`src/rtl/sng_stream_array.sv`:
```
// Stochastic number generator array: latches one operand per lane, then compares it
// against the lane's shared Sobol word every cycle to emit a 2^LWID-bit unipolar stream.
module sng_stream_array #(
  parameter int RWID  = 8,
  parameter int LANES = 32,
  parameter int LWID  = 8,
  parameter int RLAT  = 2
) (
  input  logic             clk,
  input  logic             rst_n,
  input  logic             in_valid,
  output logic             in_ready,
  input  logic [RWID-1:0]  in_data [LANES],
  input  logic             abort,
  output logic             rng_enable,
  input  logic [RWID-1:0]  rng_seq [LANES],
  output logic [LANES-1:0] bit_out,
  output logic             bit_valid,
  output logic             done
);
  typedef enum logic [1:0] {IDLE, PRIME, RUN, FLUSH} state_t;

  localparam logic [2:0] PRIME_LAST = 3'((RLAT > 0) ? RLAT - 1 : 0);

  state_t           state_reg;
  logic [2:0]       prime_cnt_reg;
  logic [LWID-1:0]  run_cnt_reg;
  logic             in_ready_reg;
  logic             rng_enable_reg;
  logic             bit_valid_reg;
  logic             done_reg;
  logic [LANES-1:0] bit_out_reg;
  logic [LANES-1:0] cmp_next;
  logic             accept;

  assign accept = (state_reg == IDLE) && in_ready_reg && in_valid && !abort;

  // Per-lane operand hold and unsigned strict comparator against the shared word.
  generate
    for (genvar gi = 0; gi < LANES; gi++) begin : g_lane
      logic [RWID-1:0] op_reg;

      always_ff @(posedge clk or negedge rst_n) begin
        if (!rst_n) begin
          op_reg <= '0;
        end else if (accept) begin
          op_reg <= in_data[gi];
        end
      end

      assign cmp_next[gi] = (op_reg > rng_seq[gi]);
    end
  endgenerate

  always_ff @(posedge clk or negedge rst_n) begin
    if (!rst_n) begin
      state_reg      <= IDLE;
      prime_cnt_reg  <= '0;
      run_cnt_reg    <= '0;
      in_ready_reg   <= 1'b0;
      rng_enable_reg <= 1'b0;
      bit_valid_reg  <= 1'b0;
      done_reg       <= 1'b0;
      bit_out_reg    <= '0;
    end else if (abort) begin
      // Cancel wins in every state; an aborted stream never produces done.
      state_reg      <= IDLE;
      in_ready_reg   <= 1'b1;
      rng_enable_reg <= 1'b0;
      bit_valid_reg  <= 1'b0;
      done_reg       <= 1'b0;
      bit_out_reg    <= '0;
    end else begin
      case (state_reg)
        IDLE: begin
          in_ready_reg <= 1'b1;
          if (accept) begin
            in_ready_reg   <= 1'b0;
            rng_enable_reg <= 1'b1;
            prime_cnt_reg  <= '0;
            run_cnt_reg    <= '0;
            state_reg      <= (RLAT > 0) ? PRIME : RUN;
          end
        end
        PRIME: begin
          prime_cnt_reg <= prime_cnt_reg + 3'd1;
          if (prime_cnt_reg == PRIME_LAST) begin
            state_reg <= RUN;
          end
        end
        RUN: begin
          bit_out_reg   <= cmp_next;
          bit_valid_reg <= 1'b1;
          run_cnt_reg   <= run_cnt_reg + LWID'(1);
          // Enable drops together with the last compare so exactly 2^LWID words are consumed.
          if (&run_cnt_reg) begin
            state_reg      <= FLUSH;
            rng_enable_reg <= 1'b0;
            done_reg       <= 1'b1;
          end
        end
        FLUSH: begin
          state_reg     <= IDLE;
          in_ready_reg  <= 1'b1;
          bit_valid_reg <= 1'b0;
          done_reg      <= 1'b0;
          bit_out_reg   <= '0;
        end
        default: begin
          state_reg <= IDLE;
        end
      endcase
    end
  end

  assign in_ready   = in_ready_reg;
  assign rng_enable = rng_enable_reg;
  assign bit_out    = bit_out_reg;
  assign bit_valid  = bit_valid_reg;
  assign done       = done_reg;

endmodule

```
`config.mk`:
```
export PLATFORM = sky130hd
export DESIGN_NAME = sng_stream_array
export DESIGN_NICKNAME = d
export VERILOG_FILES = /design/src/rtl/sng_stream_array.sv
export SDC_FILE = /design/constraint.sdc
export NUM_CORES = 1
export LEC_CHECK = 0
export ABC_AREA = 1
export CAP_MARGIN = 20
export CELL_PAD_IN_SITES_DETAIL_PLACEMENT = 1
export CELL_PAD_IN_SITES_GLOBAL_PLACEMENT = 2
export CORE_UTILIZATION = 24
export CTS_CLUSTER_DIAMETER = 100
export CTS_CLUSTER_SIZE = 40
export DETAILED_ROUTE_END_ITERATION = 16
export GPL_ROUTABILITY_DRIVEN = 1
export MAX_ROUTING_LAYER = met4
export PLACE_DENSITY = 0.74
export SLEW_MARGIN = 20
export SYNTH_ARGS = -nofsm -noshare
export SYNTH_HDL_FRONTEND = slang
export SYNTH_SLANG_ARGS = --single-unit
```
`constraint.sdc`:
```
create_clock -name clk -period 1.5 [get_ports clk]
set_clock_uncertainty 0.05 [all_clocks]
set_input_delay 0.3 -clock clk [delete_from_list [all_inputs] [get_ports clk]]
set_output_delay 0.3 -clock clk [all_outputs]
set_load 0.01 [all_outputs]
```
==> flow_summary.yaml, run 1 <==
status:
  status: "finished with violations"
  violations: "negative setup slack"
clocking:
  ctsHtreeMaxLevel: 1
  cts_tree: "yes"
  cts.clk_slew.worst_paths_ps: 110
  cts_root_buf: "clkbuf_16"
  numCtsBuffers: 22
  clk_latency_ps: 580
  cts-root-to-sink-buffers: 3
  numClockSinks: 305
floorplan:
  fp.coreArea_sq_mm: 0.0758
  ioPinCount: 552
  rows: 101
  die_width_um: 279
  die_area_sq_mm: 0.0777
  die_y_um: 279
  start_util: 0.242
yosys:
  synth_ff_type: "dfrtp_1"
  yosysTopAreaCell: "dfrtp_1"
  syn-num-nets: 3156
  syn_area_sq_mm: 0.0184
  avgSynthCellArea_sq_um: 7.73
  yosysWarnings: 0
  ys_seq_area_frac: 0.415
  ys_ff_latch: 305
  synthTopCellsByArea: "dfrtp_1, nand2_1, ha_1, inv_1, a21oi_1"
  synth_top_cell_area_share: 0.415
  synth-edff-count: 0
  postSynthCellCount: 2377
  synthDistinctLibCells: 24
  synthArstFlopShare: 1.00
hold_path:
  hold_class: "input port to async pin"
detailed_routing:
  drc: 0
  ant_nets: 0
  drtPass1Iterations: 4
  drtIter0Drc: 553
  via_count: 17307
  wirelength_um: 69900
  wire_per_inst_um: 17.4
  viasPerCell: 4.31
setup_path:
  path_max_fanout: 6
  worstRegToRegCells: 10
  timing.rr.end: "run_cnt_reg[2]"
  slowest_stage: "dfrtp_1"
  cp.arrival_ps: 2190
  cp.required_ps: 1970
  endpoint_kind: "register"
  critPathMaxStageDelay_ps: 420
  start_kind: "register"
  worstReg2RegStart: "state_reg[0]"
  r2r_slack_ps: -230
  crit_type: "register to register"
  crit_chain: "inv_2, ha_4, nand4_1, buf_6, buf_6, nand2_8, nand2_8, clkinv_8, nand2_4, a21oi_2"
cells_and_area:
  design_area_sq_mm: 0.0274
  drive_gt1_frac: 0.0830
  stdcell_count: 4017
  fin_nets: 3786
  area_growth_pct: 48.9
  largest_reg_flops: 256
flow_run:
  maxCapViolCount: 0
place:
  place_inst: 3919
  post-place-ws_ps: -561
  postPlaceCellArea_sq_mm: 0.0256
  port_buffers: 551
  finalWeightedCongestion: 0.839
  hpwl_um: 53200
timing:
  max_freq_mhz: 579
  max-slew-margin-rel: 0.772
  fin_crit_ps: 1730
  drv_slew: 0
  finalHoldViolCount: 0
  period_share: 1.15
  rsz0062_at_grt: "true"
  tns_ps: -47070
  finalWorstSetupSlack_ps: -228
  worst_pin_slew_ps: 342
  setup_viol: 304
global_routing:
  antenna_found_initial: 13
  grt_max_degree: 52
  overflow: 0
  grt_pass1_wl_um: 106000
  grt_pass1_vias: 19335
  gr-usage-all-layers: 0.179
power:
  ir_worst_vdd_mv: 0.694
  p_leak_nw: 14.7
  power_mw: 38.1
  power.density_mw_per_mm2: 1390
[final cells by class]
cell class                 count  area, sq um
fill                        9039        48500
multi-input combinational   1692         9450
sequential                   305         7630
timing repair buffer         666         6970
inverter                     319         1230
tap                          978         1220
clock buffer                  25          603
clock inverter                15          204
antenna                       16         40.0
timing repair inverter         1         16.3
[layer usage]
layer	global-route usage	wire, um	share of wire	vias to the layer above
li1	-	-	-	8610
met1	0.212	30000	0.43	8284
met2	0.315	35500	0.51	336
met3	0.0253	2740	0.039	77
met4	0.0465	1690	0.024	0
met5	-	0	0	-
[worst max-delay path: cells and delay by family, from the launching register on]
| family | cells | cell delay, ps |
|---|---|---|
| flops | 1 | 420 |
| compound gates | 1 | 130 |
| simple gates | 4 | 370 |
| buf+inv | 4 | 560 |
| fa+ha+maj | 1 | 140 |
[cells in the final DEF, fill, tap and decap left out, types with 3 or more instances in the layout]
cell type        Yosys  final
nand2_1           1056   1036
clkdlybuf4s50_1      0    514
inv_1              315    311
dfrtp_1            305    304
ha_1               263    259
nor2_1             118    112
a21oi_1            118    110
buf_4               25     69
buf_6                3     33
o21bai_1            32     32
o21a_1              32     32
o21ai_0             43     31
clkbuf_16            0     28
buf_12               0     20
diode_2              0     16
buf_16               0     12
buf_2               26     11
nand2_2              1     10
nand2_4              1     10
nand3_1             12     10
o21ai_1              2      8
a31oi_1              8      8
a21oi_2              0      7
clkinv_8             0      7
o21ai_2              0      6
inv_2                3      5
inv_6                0      5
nor2_4               0      4
nand2_8              0      3
nor2_2               1      3
ha_4                 0      3
[cells by family after synthesis]
logic type	Yosys count	share of synthesized area
buf+inv	381	0.0861
xor+xnor	3	0.00143
compound gates	235	0.0733
flops	305	0.415
simple gates	1190	0.245
fa+ha+maj	263	0.179
[power by group]
group	leakage (nW)	internal, mW	switching, mW	total [mW]
clock	0.391	3.14	3.80	6.94
sequential	3.84	11.7	2.06	13.8
combinational	10.5	8.20	9.20	17.4
[worst max-delay path by stage]
stage | from | end | slack (ps) | depth (start not counted)
after floorplan | state_reg[0] | g_lane[18].op_reg[1] | -1 | 8
after global placement | abort | g_lane[18].op_reg[0] | -510 | 7
after detailed placement | abort | g_lane[24].op_reg[0] | -560 | 8
after CTS | state_reg[0] | g_lane[7].op_reg[0] | -210 | 8
after global routing | state_reg[0] | g_lane[4].op_reg[0] | -320 | 8
final | state_reg[0] | run_cnt_reg[2] | -230 | 10
[synthesized netlist by cell type, types with 2 or more instances]
| cell type | instances |
|---|---|
| inv_2 | 3 |
| a21oi_1 | 118 |
| o21ai_1 | 2 |
| ha_1 | 263 |
| dfrtp_1 | 305 |
| o21ai_0 | 43 |
| clkbuf_1 | 8 |
| buf_4 | 25 |
| nand3_1 | 12 |
| nand2_1 | 1056 |
| a31oi_1 | 8 |
| buf_6 | 3 |
| o21bai_1 | 32 |
| buf_2 | 26 |
| nor2_1 | 118 |
| o21a_1 | 32 |
| inv_1 | 315 |
| xnor2_1 | 2 |
[repair_timing]
| item | CTS | global route |
|---|---|---|
| gates resized for setup | 249 | 63 |
| hold buffers | 1 | 0 |
| hold endpoints to repair | 236 | 0 |
| setup buffers | 25 | 4 |
| pin swaps | 5 | 13 |
| cloned | 8 | 5 |
| endpoints found under the setup margin | 339 | 329 |
[stage by stage]
step	hold WS (ps)	utilization
2_1_floorplan	-45.6	-
3_3_place_gp	120	0.337
4_1_cts	73.1	0.355
3_5_place_dp	125	0.337
6_report	118	0.361
5_1_grt	99.5	0.361
(Power assumes the default switching activity.)
==> run 2: changes to the inputs <==
Settings changed: CORE_UTILIZATION 24 to 32, DONT_BUFFER_PORTS set to 1, PLACE_DENSITY 0.74 to 0.73.
==> run 2 against run 1 <==
- the run ends with negative hold slack, negative setup slack left
- sequential power about the same
- sequential share of layout area up 2.8 points
- register-to-register slack lost 20 ps
- maximum frequency is 1.1% lower
- via count down 4.1%
- sequential cell count did not move
- combinational power is 3% lower
- first-iteration DRC count is 6.9% lower
- critical path depth unchanged
- largest cell class unchanged
- largest power group unchanged
==> flow_summary.yaml, run 2 (synthesized netlist as in run 1, its figures left out) <==
status:
  violations: "negative hold slack, negative setup slack"
  status: "finished with violations"
setup_path:
  crit_type: "register to register"
  path_max_fanout: 13
  cp.arrival_ps: 2190
  endpoint_kind: "register"
  r2r_slack_ps: -250
  cp.required_ps: 1940
  start_kind: "register"
power:
  power_frac_seq: 0.367
  clkPwrFrac: 0.189
  combPwrFrac: 0.443
  power.density_mw_per_mm2: 1530
  switching_share: 0.400
  ir_worst_vdd_mv: 0.887
  p_leak_nw: 13.9
  switching_power_mw: 15.2
  p_int_mw: 22.8
clocking:
  cts-root-to-sink-buffers: 3
  cts.clk_slew.worst_paths_ps: 110
  numCtsBuffers: 22
  clk_latency_ps: 580
  ctsHtreeMaxLevel: 1
  cts_root_buf: "clkbuf_16"
  numClockSinks: 305
  cts_tree: "yes"
  ctsHoldBuffers: 265
global_routing:
  overflow: 0
  grt_max_degree: 306
  grt_pass1_wl_um: 99200
  antenna_found_initial: 13
  grt_pass1_vias: 18384
  gr-usage-all-layers: 0.220
floorplan:
  ioPinCount: 552
  die_y_um: 242
  die_area_sq_mm: 0.0584
  fp.coreArea_sq_mm: 0.0566
  die_width_um: 242
  start_util: 0.325
  rows: 87
cells_and_area:
  area_growth_pct: 35.4
  drive_gt1_frac: 0.110
  final_common_cell: "nand2_1"
  fill_cells: 6720
  design_area_sq_mm: 0.0249
  fin_nets: 3493
  largest_reg_flops: 256
  final_cell_mix: "nand2_1, inv_1, dfrtp_1"
timing:
  finalHoldViolCount: 305
  whs_ps: -635
  max_freq_mhz: 572
  period_share: 1.17
  drv_slew: 0
  rsz0062_at_grt: "true"
  fin_crit_ps: 1750
  setup_viol: 302
  tns_ps: -45370
  finalWorstSetupSlack_ps: -248
  worst_pin_slew_ps: 658
  max-slew-margin-rel: 0.561
hold_path:
  hold_class: "input port to async pin"
detailed_routing:
  drtIter0Drc: 515
  drtPass1Iterations: 4
  viasPerCell: 4.74
  drc: 0
  ant_nets: 0
  wire_per_inst_um: 18.6
  via_count: 16601
  wirelength_um: 65200
place:
  port_buffers: 0
  postPlaceCellArea_sq_mm: 0.0196
  post-place-ws_ps: -143
  finalWeightedCongestion: 0.885
  hpwl_um: 44200
flow_run:
  maxCapViolCount: 0
-- run 2: metal layers --
metal	part of all wire	vias up	GRT usage
li1	-	8038	-
met1	0.41	8046	0.252
met2	0.50	402	0.379
met3	0.051	115	0.0447
met4	0.036	0	0.0761
met5	0	-	-
-- run 2: cell type report --
type,count,area (sq um),share of cell area
Antenna cell,13,32.5,0.00131
Clock buffer,24,589,0.0237
Clock inverter,16,253,0.0102
Inverter,319,1210,0.0487
Multi-Input combinational cell,1692,9770,0.393
Sequential cell,305,7630,0.307
Tap cell,756,946,0.0380
Timing Repair Buffer,374,4440,0.178
-- run 2: power groups by stage --
stage | Clock [mW] | Sequential, mW | Combinational [mW]
3_3_place_gp | 0 | 14.0 | 13.0
6_report | 7.19 | 14.0 | 16.8
2_1_floorplan | 0 | 13.3 | 10.3
3_5_place_dp | 0 | 14.1 | 13.8
5_1_grt | 7.77 | 14.4 | 19.4
4_1_cts | 7.52 | 14.0 | 15.9
-- run 2: critical path, stage by stage (launching register included) --
cell and delay (ps):
dfrtp_1 410, inv_2 90, ha_4 140, nand4_1 120, buf_6 170, inv_8 60
buf_12 140, buf_4 140, buf_16 140, nand2_1 100, nand2_1 80
-- run 2: worst paths after layout --
| kind | start | endpoint | depth (start not counted) |
|---|---|---|---|
| setup reg to reg | state_reg[0] | g_lane[16].op_reg[3] | 10 |
| min in group clk | abort | prime_cnt_reg[2] | 4 |
| hold reg to reg | g_lane[26].op_reg[6] | g_lane[26].op_reg[6] | 2 |
| max in group asynchronous | rst_n | g_lane[23].op_reg[4] | 0 |
| setup / recovery | state_reg[0] | g_lane[16].op_reg[3] | 10 |
| hold / removal | rst_n | g_lane[11].op_reg[3] | 0 |
-- run 2: timing repair --
action	CTS	global route
setup buffers	20	7
resized for setup	95	163
endpoints found under the hold margin	573	305
gates cloned	15	16
setup endpoints to repair	303	304
pin swaps	14	32
-- run 2: metrics by stage --
step / total power [mW] / cells / utilization / hold slack [ps]
after global placement: 27.1 / 3128 / 0.347 / -35.1
after CTS: 37.3 / 3464 / 0.423 / -675
after global routing: 41.6 / 3498 / 0.439 / -680
after floorplan: 23.6 / 2377 / - / -45.6
final: 38.0 / 3499 / 0.439 / -635
after detailed placement: 27.9 / 3128 / 0.347 / -35.2
